==> src/rtl/moldudp64_msg_tracker.sv <==
// MoldUDP64 payload message-boundary tracker: per-beat end/start/length flags.
// Optional message counter enabled with `define MOLD_MSG_CNT_EN.
module moldudp64_msg_tracker #(
  parameter int P_L = 8,
  parameter int ML_W = 16,
  localparam int P_L_LOG2 = $clog2(P_L)
) (
  input  logic                clk,
  input  logic                rst,
  input  logic                valid_i,
  input  logic [P_L*8-1:0]    data_i,
  input  logic [P_L-1:0]      keep_i,
  input  logic                last_i,
  output logic                valid_o,
  output logic                msg_end_o,
  output logic [P_L_LOG2-1:0] msg_end_off_o,
  output logic                msg_start_o,
  output logic [P_L_LOG2-1:0] msg_start_off_o,
  output logic                overlap_o,
  output logic                len_v_o,
  output logic [ML_W-1:0]     len_o,
  output logic                err_o
`ifdef MOLD_MSG_CNT_EN
  ,
  input  logic [15:0]         hdr_cnt_i,
  output logic [15:0]         msg_cnt_o,
  output logic                cnt_mismatch_o
`endif
);

  typedef enum logic [1:0] {S_LEN, S_SPLIT, S_BODY, S_DRAIN} state_t;

  localparam logic [ML_W-1:0] PL_W  = ML_W'(P_L);
  localparam logic [ML_W-1:0] PL_M1 = ML_W'(P_L - 1);
  localparam logic [ML_W-1:0] PL_M2 = ML_W'(P_L - 2);

  state_t state_q, state_d;
  logic [ML_W-1:0] rem_q, rem_d;
  logic [7:0] held_q, held_d;

  logic valid_q, valid_d, end_q, end_d, start_q, start_d;
  logic ovl_q, ovl_d, lv_q, lv_d, err_q, err_d;
  logic [P_L_LOG2-1:0] eoff_q, eoff_d, soff_q, soff_d;
  logic [ML_W-1:0] len_q, len_d;

  logic e_c, s_c, lv_c, chk_c, err_c;
  logic [P_L_LOG2-1:0] eo_c, so_c, r_c;
  logic [ML_W-1:0] len_c, bod_c, n_c;

  function automatic logic [7:0] byt(input logic [P_L*8-1:0] d,
                                     input logic [P_L_LOG2-1:0] i);
    return d[8*i +: 8];
  endfunction

  always_comb begin
    state_d = state_q;
    rem_d   = rem_q;
    held_d  = held_q;
    e_c     = 1'b0;
    s_c     = 1'b0;
    lv_c    = 1'b0;
    chk_c   = 1'b0;
    err_c   = 1'b0;
    eo_c    = '0;
    so_c    = '0;
    len_c   = '0;
    bod_c   = '0;
    r_c     = rem_q[P_L_LOG2-1:0];
    n_c     = '0;
    for (int i = 0; i < P_L; i++) n_c = n_c + ML_W'(keep_i[i]);
    if (valid_i) begin
      unique case (state_q)
        S_LEN: begin
          s_c   = 1'b1;
          lv_c  = 1'b1;
          chk_c = 1'b1;
          len_c = ML_W'({byt(data_i, '0), byt(data_i, P_L_LOG2'(1))});
          bod_c = PL_M2;
        end
        S_SPLIT: begin
          lv_c  = 1'b1;
          chk_c = 1'b1;
          len_c = ML_W'({held_q, byt(data_i, '0)});
          bod_c = PL_M1;
        end
        S_BODY: begin
          if (rem_q > PL_W) begin
            rem_d = rem_q - PL_W;
          end else begin
            e_c  = 1'b1;
            eo_c = P_L_LOG2'(rem_q - ML_W'(1));
            if (rem_q == PL_W) begin
              state_d = S_LEN;
            end else if (rem_q == PL_M1) begin
              s_c     = 1'b1;
              so_c    = P_L_LOG2'(P_L - 1);
              held_d  = byt(data_i, P_L_LOG2'(P_L - 1));
              state_d = S_SPLIT;
            end else begin
              s_c   = 1'b1;
              so_c  = r_c;
              lv_c  = 1'b1;
              chk_c = 1'b1;
              len_c = ML_W'({byt(data_i, r_c), byt(data_i, r_c + 1'b1)});
              bod_c = PL_M2 - rem_q;
            end
          end
        end
        S_DRAIN: ;
      endcase
      // a new message must outlive the beat its length completes in
      if (chk_c) begin
        if (len_c == '0 || len_c <= bod_c) begin
          err_c = 1'b1;
        end else begin
          rem_d   = len_c - bod_c;
          state_d = S_BODY;
        end
      end
      if (last_i && state_q != S_DRAIN) begin
        if (e_c && rem_q == n_c) begin
          s_c   = 1'b0;
          lv_c  = 1'b0;
          err_c = 1'b0;
        end else begin
          err_c = 1'b1;
        end
      end
      if (err_c) begin
        e_c     = 1'b0;
        s_c     = 1'b0;
        lv_c    = 1'b0;
        rem_d   = '0;
        state_d = S_DRAIN;
      end
      if (last_i) begin
        state_d = S_LEN;
        rem_d   = '0;
        held_d  = '0;
      end
    end
    valid_d = valid_i && state_q != S_DRAIN;
    err_d   = err_c;
    end_d   = e_c;
    eoff_d  = e_c ? eo_c : '0;
    start_d = s_c;
    soff_d  = s_c ? so_c : '0;
    ovl_d   = e_c & s_c;
    lv_d    = lv_c;
    len_d   = lv_c ? len_c : '0;
  end

  always_ff @(posedge clk or posedge rst) begin
    if (rst) begin
      state_q <= S_LEN;
      rem_q   <= '0;
      held_q  <= '0;
      valid_q <= 1'b0;
      end_q   <= 1'b0;
      eoff_q  <= '0;
      start_q <= 1'b0;
      soff_q  <= '0;
      ovl_q   <= 1'b0;
      lv_q    <= 1'b0;
      len_q   <= '0;
      err_q   <= 1'b0;
    end else begin
      state_q <= state_d;
      rem_q   <= rem_d;
      held_q  <= held_d;
      valid_q <= valid_d;
      end_q   <= end_d;
      eoff_q  <= eoff_d;
      start_q <= start_d;
      soff_q  <= soff_d;
      ovl_q   <= ovl_d;
      lv_q    <= lv_d;
      len_q   <= len_d;
      err_q   <= err_d;
    end
  end

  assign valid_o         = valid_q;
  assign msg_end_o       = end_q;
  assign msg_end_off_o   = eoff_q;
  assign msg_start_o     = start_q;
  assign msg_start_off_o = soff_q;
  assign overlap_o       = ovl_q;
  assign len_v_o         = lv_q;
  assign len_o           = len_q;
  assign err_o           = err_q;

`ifdef MOLD_MSG_CNT_EN
  logic [15:0] cnt_q, cnt_d, hdr_q, hdr_d, mcnt_q, mcnt_d;
  logic first_q, first_d, mis_q, mis_d;

  always_comb begin
    cnt_d   = cnt_q;
    hdr_d   = hdr_q;
    first_d = first_q;
    mcnt_d  = '0;
    mis_d   = 1'b0;
    if (valid_i) begin
      if (first_q) hdr_d = hdr_cnt_i;
      first_d = 1'b0;
      if (end_d && cnt_q != 16'hFFFF) cnt_d = cnt_q + 16'd1;
      mcnt_d = valid_d ? cnt_d : '0;
      if (last_i) begin
        mis_d   = cnt_d != hdr_d;
        cnt_d   = '0;
        first_d = 1'b1;
      end
    end
  end

  always_ff @(posedge clk or posedge rst) begin
    if (rst) begin
      cnt_q   <= '0;
      hdr_q   <= '0;
      first_q <= 1'b1;
      mcnt_q  <= '0;
      mis_q   <= 1'b0;
    end else begin
      cnt_q   <= cnt_d;
      hdr_q   <= hdr_d;
      first_q <= first_d;
      mcnt_q  <= mcnt_d;
      mis_q   <= mis_d;
    end
  end

  assign msg_cnt_o      = mcnt_q;
  assign cnt_mismatch_o = mis_q;
`endif

endmodule
==> config.mk <==
export PLATFORM = sky130hd
export DESIGN_NAME = moldudp64_msg_tracker
export DESIGN_NICKNAME = d
export VERILOG_FILES = /design/src/rtl/moldudp64_msg_tracker.sv
export SDC_FILE = /design/constraint.sdc
export NUM_CORES = 1
export LEC_CHECK = 0
export BUFFER_PORTS_ARGS = -buffer_cell sky130_fd_sc_hd__buf_2
export CORE_MARGIN = 4
export CORE_UTILIZATION = 30
export DETAILED_ROUTE_END_ITERATION = 12
export SLEW_MARGIN = 40
export SYNTH_ARGS = -nofsm -noshare
export SYNTH_HDL_FRONTEND = slang
export SYNTH_SLANG_ARGS = --single-unit
export TNS_END_PERCENT = 30
==> constraint.sdc <==
create_clock -name clk -period 11.9 [get_ports clk]
set_input_delay 1.19 -clock clk [delete_from_list [all_inputs] [get_ports clk]]
set_output_delay 1.19 -clock clk [all_outputs]
set_load 0.1 [all_outputs]
==> impl_metrics.toml, run 1 <==
[status]
status = "finished clean"

[clock_network]
post_cts.repair.setup_buffers = 0
maximum_root_to_sink_buffer_count = 2
htree_num_levels = 2
postCtsResizedCells = 0
clk_pin_slew_ns = 0.08
cts_hold_buffers = 0
clock_tree_from_tritoncts = "yes"
cts.root.buffer_cell = "clkbuf_16"
worst_skew_pair.late_latency_ns = 0.30
clock-sinks = 54
cts-buffers-inserted = 5

[synthesis]
syn-cell-area_sq_um = 5280
synth_warnings = 0
synth-edff-count = 0
netlist_instances = 564
asyncSetResetFlopFracSynth_pct = 100
synth.ff_latch_count = 54
synth.yosys.seq_area_share_pct = 25.6
mean_cell_area_of_the_mapped_netlist_sq_um = 9.36
synth_flop_cell = "dfrtp_1"
synth.lib_cells_used.distinct = 65

[floorplan]
initial_core_util_pct = 30.5
boundaryPins = 104
fp-row-count = 48
chipHeight_microns = 141
dieArea_sq_um = 19800
coreArea_sq_um = 17300
chipWidth_microns = 141

[critical_path]
ff2ff_path_depth = 16
critPathMaxFanout = 40
timing.critical_path.buf_inv = 3
cp_cell_sequence = "buf_4, inv_1, ha_1, buf_4, mux4_2, mux2i_1, o22ai_1, ha_1, a21o_1, a211o_1, o221ai_2, nor2_1, o41a_1, or3_1, nand3_4, o21ai_1"
critical_path_arrival_ns = 5.93
critical_path_depth = 16
criticalPathCategory = "flip-flop to flip-flop"
timing.critical_path.slowest_cell_delay_ns = 0.56
worstSetupEndpointType = "flip-flop"
cpLargestDelayFamily = "compound AO/OA/AOI/OAI gates"
crit_required_ns = 12.06
critPathLaunchType = "flip-flop"
crit_slowest_cell = "mux4_2"

[timing]
min_period_over_period_pct = 48.5
finalSetupTns_ns = 0
clock.fmax_mhz = 173
max_slew.worst_pin.slew_ns = 0.749
final_hold_viol_count = 0
finalWorstPathRequiredPeriod_ns = 5.77
max_slew_margin_vs_limit_pct = 49.4
setup-violations-final = 0
slew_viol_final = 0
grt_setup_unrepaired = "no"
skew_ns = 0.00899

[placed_design]
post-dp-hpwl_microns = 13300
port_buffers = 103
finalWeightedCongestion = 0.879
post-place-cells = 870

[grt]
grt_antenna_before_repair = 0
grtUsageTotal_pct = 17.2
largest_net_degree_at_the_start_of_global_routing = 55
grt_overflow_total = 0
grt_pass1_wl_microns = 27300
via_count_of_the_first_global_routing_pass = 4870

[power_and_ir_drop]
pwr-share-seq_pct = 16.1
power-per-cell-area_nw_per_um2 = 260
power.leakage_nw = 2.67
power_switching_share_pct = 52.8
internal_power_w = 0.000754
peakVddDrop_v = 0.0000944
comb_power_share_pct = 74.3
share_clk_of_total_power_pct = 9.7
total_net_switching_power_w = 0.000843

[detailed_routing]
drt_drc_violations_left = 0
number_of_detailed_route_iterations_in_the_first_pass = 5
wirelength_microns = 17400
drt_iter0_drc = 492
wl_per_cell_microns = 19.8
drt.antenna.violating_nets = 0
viasPerCell = 5.75
num_vias = 5050

[final_layout]
final_cell_mix = "buf_2, dfrtp_1, mux2i_1"
nNetsFinal = 758
antenna-diode-count = 0
fillers = 1788
layoutNonFillerInstCount = 879
postLayoutCoreUtil_pct = 35.6
fraction_of_final_layout_cells_with_drive_strength_greater_than_1_pct = 25.5
area_delta_synth_final_pct = 16.6
mostFrequentLayoutCell = "buf_2"

[hold_path]
min_path_type = "flip-flop to flip-flop"
timing.hold.worst_path_depth = 1

[job]
max-cap-violations = 0
==> state kept, by name, summed over array words and instances (netlist names) <==
| register | flops |
|---|---|
| rem_q | 16 |
| state_q | 2 |
| msg_start_o | 1 |
| msg_end_o | 1 |
| len_o | 16 |
| valid_o | 1 |
| len_v_o | 1 |
| msg_start_off_o | 3 |
| err_o | 1 |
| held_q | 8 |
| msg_end_off_o | 3 |
| overlap_o | 1 |
==> power by group through the flow <==
stage / registers (W) / clock network (W) / logic, W
2_1_floorplan: 0.000308 / 0 / 0.000876
3_3_place_gp: 0.000260 / 0 / 0.00117
3_5_place_dp: 0.000259 / 0 / 0.00117
4_1_cts: 0.000256 / 0.000159 / 0.00118
5_1_grt: 0.000261 / 0.000166 / 0.00128
6_report: 0.000256 / 0.000154 / 0.00119
==> kinds of logic (layout without fill, tap and decap cells) <==
| logic type | count (synthesis) | count (layout) | synth area share, % |
|---|---|---|---|
| simple gates | 178 | 178 | 17.6 |
| compound gates | 157 | 157 | 20.4 |
| mux | 72 | 72 | 20.8 |
| flops | 54 | 54 | 25.6 |
| buf+inv | 54 | 139 | 4.74 |
| fa+ha+maj | 29 | 29 | 7.59 |
| xor+xnor | 19 | 19 | 3.15 |
| other cells | 1 | 6 | 0.0711 |
==> Yosys cell counts, types with 3 or more instances <==
cell        n  area (sq um)
o22a_1      3          26.3
o211ai_1    4          30.0
a31oi_1     5          31.3
clkbuf_1   12          45.0
inv_1      19          71.3
nand3_1    23           115
a211oi_1    7          52.6
a211o_1     4          35.0
a21oi_1    39           195
or4_1       7          52.6
o211ai_2    3          37.5
o22ai_1    15          93.8
o221ai_2    4          60.1
o21ai_1    10          50.1
nor3_1     17          85.1
dfrtp_1    54          1350
o31a_1      3          26.3
nor2_1     40           150
nand4_1     4          25.0
xor2_1     11          96.3
fa_1        5           100
mux2i_1    41           410
o2bb2ai_1   3          26.3
or3_1       3          18.8
a22o_1      6          52.6
buf_2      14          70.1
a22oi_1     3          22.5
ha_1       24           300
and3_1      3          18.8
a21o_1      5          37.5
xnor2_1     8          70.1
nand2_1    32           120
nor2b_1    18           113
nand2b_1    8          50.1
a2bb2oi_1   4          35.0
buf_4       4          30.0
mux4_2     30           676
o21ai_0    21           105
nor4_1     12          75.1
==> routing by layer <==
metal  vias to the layer above  part of all wire, %  global-route usage (%)
li1                       2339                    -                       -
met1                      2452                   45                    24.5
met2                       236                   47                    27.8
met3                        23                  7.1                    2.82
met4                         0                  1.5                    3.57
met5                         -                    0                       0
==> worst paths after layout <==
| kind | endpoint | slack [ns] | start |
|---|---|---|---|
| max | rem_q[8] | 6.13 | rem_q[0] |
| min | held_q[4] | 0.52 | held_q[4] |
| max reg2reg | rem_q[8] | 6.13 | rem_q[0] |
| min reg2reg | held_q[4] | 0.52 | held_q[4] |
| max in group asynchronous | len_o[5] | 10.52 | rst |
| min in group asynchronous | len_v_o | 0.89 | rst |
==> cell type report <==
class	count	area (sq um)	area share (%)
Multi-Input combinational cell	461	3710	60.2
Timing Repair Buffer	111	588	9.56
Clock inverter	3	25.0	0.407
Clock buffer	5	125	2.03
Sequential cell	54	1350	22.0
Tap cell	225	282	4.58
Inverter	20	75.1	1.22
==> per-stage QoR <==
stage | power (W) | hold slack (ns) | area, sq um | setup WS [ns]
global route | 0.00171 | 0.558 | 6150 | 5.67
detailed placement | 0.00143 | 0.503 | 5970 | 6.13
global placement | 0.00143 | 0.491 | 5970 | 6.21
floorplan | 0.00118 | 0.466 | 5300 | 6.90
CTS | 0.00159 | 0.522 | 6120 | 6.11
finish | 0.00160 | 0.522 | 6150 | 6.13
Note: power is estimated with default switching activity, not from simulation.
==> run 2: changes to the inputs <==
Settings changed: ABC_AREA set to 1.
Clock period 11.9 ns to 4.82 ns, I/O delays scaled along.
==> run 2 against run 1 <==
Worst setup slack got worse by 5.5 ns. Final cell count rose by 36%. Die area rose by 3.5%. Highest routed layer unchanged. Critical path type unchanged. Synthesized cell count grew 55%.
==> impl_metrics.toml, run 2 <==
[status]
status = "finished clean"

[timing]
max_slew.worst_pin.slew_ns = 0.724
whs_ns = 0.367
slew_viol_final = 0
max_slew_margin_vs_limit_pct = 51.7
final_hold_viol_count = 0
skew_ns = 0.00693
finalSetupTns_ns = 0
setup-violations-final = 0
grt_setup_unrepaired = "no"
clock.fmax_mhz = 241
min_period_over_period_pct = 86.0
finalWorstPathRequiredPeriod_ns = 4.15

[detailed_routing]
wirelength_microns = 17600
num_vias = 5945
viasPerCell = 4.96
wl_per_cell_microns = 14.7
drt.antenna.violating_nets = 0
drt_iter0_drc = 457
number_of_detailed_route_iterations_in_the_first_pass = 6
drt_drc_violations_left = 0

[final_layout]
area_delta_synth_final_pct = 16.4
fraction_of_final_layout_cells_with_drive_strength_greater_than_1_pct = 15.8
final_cell_mix = "nand2_1, inv_1, buf_2"
nNetsFinal = 1073
mostFrequentLayoutCell = "nand2_1"
antenna-diode-count = 0

[synthesis]
synth_commonest_cells = "nand2_1, inv_1, nand3_1"
synth.ff_latch_count = 54
synth-edff-count = 0
synth.top_cell.area_share_pct = 24.7
mean_cell_area_of_the_mapped_netlist_sq_um = 6.25
synth.lib_cells_used.distinct = 41
synth_warnings = 0
syn-cell-area_sq_um = 5470
synth-adder-area-share_pct = 7.32
synth.area.mux_share_pct = 0
xor_xnor_portion_of_the_synthesized_cell_area_pct = 4.32
synthDominantAreaCellType = "dfrtp_1"
synth.yosys.seq_area_share_pct = 24.7
synth_flop_cell = "dfrtp_1"
main_combinational_cell_family_by_area_after_synthesis = "simple AND/OR/NAND/NOR gates"
synth_area_leaders = "dfrtp_1, nand2_1, nand3_1"
synth_compound_area_share_pct = 15.6
yosys.area_share.simple_pct = 36.0
asyncSetResetFlopFracSynth_pct = 100
netlist_instances = 876
synth_most_common_cell = "nand2_1"

[clock_network]
cts_hold_buffers = 0
clock_tree_from_tritoncts = "yes"
maximum_root_to_sink_buffer_count = 2
post_cts.repair.setup_buffers = 0
worst_skew_pair.late_latency_ns = 0.30
postCtsResizedCells = 0
cts-buffers-inserted = 5
clk_pin_slew_ns = 0.08
clock-sinks = 54
cts.root.buffer_cell = "clkbuf_16"
htree_num_levels = 2

[critical_path]
critical_path.reg2reg.startpoint = "rem_q[0]"
crit_required_ns = 5.05
worstSetupEndpointType = "flip-flop"
critPathLaunchType = "flip-flop"
regToRegEndpoint = "msg_end_off_o[2]"
critPathMaxFanout = 79
r2r_setup_slack_ns = 0.67
ff2ff_path_depth = 22
critical_path_arrival_ns = 4.38
criticalPathCategory = "flip-flop to flip-flop"

[grt]
grt_overflow_total = 0
grt_antenna_before_repair = 0
grt_util_met3_pct = 2.08
grt_pass1_wl_microns = 28800
globalRoute.busiestLayer = "met2"
largest_net_degree_at_the_start_of_global_routing = 80
gr-usage-met2_pct = 27.8
use_met1_pct = 25.2
grtUsageTotal_pct = 17.3
via_count_of_the_first_global_routing_pass = 5654

[floorplan]
dieArea_sq_um = 20500
initial_core_util_pct = 30.5
fp-row-count = 49
coreArea_sq_um = 18000
chipHeight_microns = 143
boundaryPins = 104
chipWidth_microns = 143

[placed_design]
finalWeightedCongestion = 0.919
port_buffers = 103
post-dp-hpwl_microns = 13800

[job]
max-cap-violations = 0

[hold_path]
min_path_type = "primary input to async pin"
-- run 2: changes by cell type in the layout (fill, tap and decap cells not counted), moves of 8 or more --
cell and delta:
nor2_1 +12, nand3_1 +79, a21oi_1 +12, o21ai_0 +56, nor3_1 -11, inv_1 +93
nand2_1 +231, nand2b_1 -8, mux2i_1 -41, nor2b_1 -18, mux4_2 -30
-- run 2: worst max-delay path by stage --
| stage | startpoint | to | slack (ns) | cells past startpoint |
|---|---|---|---|---|
| detailed placement | keep_i[0] | msg_start_off_o[2] | 0.41 | 16 |
| global placement | keep_i[0] | msg_start_off_o[2] | 0.48 | 16 |
| CTS | rem_q[0] | msg_end_off_o[2] | 0.63 | 22 |
| floorplan | rem_q[0] | state_q[0] | 0.75 | 28 |
| global route | rem_q[0] | msg_end_off_o[2] | 0.28 | 22 |
| finish | rem_q[0] | msg_end_off_o[2] | 0.67 | 22 |
-- run 2: metrics by stage --
step           instances  setup slack [ns]  util (%)  area (sq um)
3_5_place_dp        1190             0.409      34.5          6200
4_1_cts             1198             0.628      35.5          6370
3_3_place_gp        1190             0.483      34.5          6190
2_1_floorplan        881             0.751         -          5490
5_1_grt             1198             0.278      35.5          6370
6_report            1198             0.673      35.5          6370
-- run 2: cells by family (layout without fill, tap and decap cells) --
kind of cell | count (synthesis) | in the layout
xor+xnor | 27 | 27
compound gates | 157 | 157
flops | 54 | 54
buf+inv | 156 | 244
other cells | 1 | 6
fa+ha+maj | 29 | 29
simple gates | 452 | 452
-- run 2: layout make-up --
cell class	count	area, sq um
fillers	2021	11600
multi-input cells	671	3490
flip-flops and latches	54	1350
repair buffers	117	621
inverters	119	449
well taps	229	287
clock buffers	5	125
clock inverters	3	47.5
-- run 2: layer usage --
layer  wire length (microns)  vias up
li1                        -     3008
met1                    8570     2729
met2                    7860      187
met3                     925       21
met4                     269        0
met5                       0        -
-- run 2: worst max-delay path: stages (launching register included) --
cell      delay [ns]
dfrtp_2         0.42
buf_4           0.60
a21oi_1         0.14
o21ai_0         0.11
nand3_1         0.09
nand2_1         0.08
nand2_1         0.05
nand2_1         0.10
inv_1           0.07
ha_1            0.23
fa_1            0.40
nand3b_1        0.18
nand2_1         0.11
a21oi_1         0.12
o21ai_2         0.21
nand3_1         0.11
a31oi_2         0.21
nand2_4         0.20
nand2_2         0.12
nand2_2         0.06
nand2_4         0.16
nand2_1         0.16
nor2_1          0.13
Power of run 2 is not shown: default switching activity piles up to over one toggle a cycle in this logic, so the estimate is an artifact.
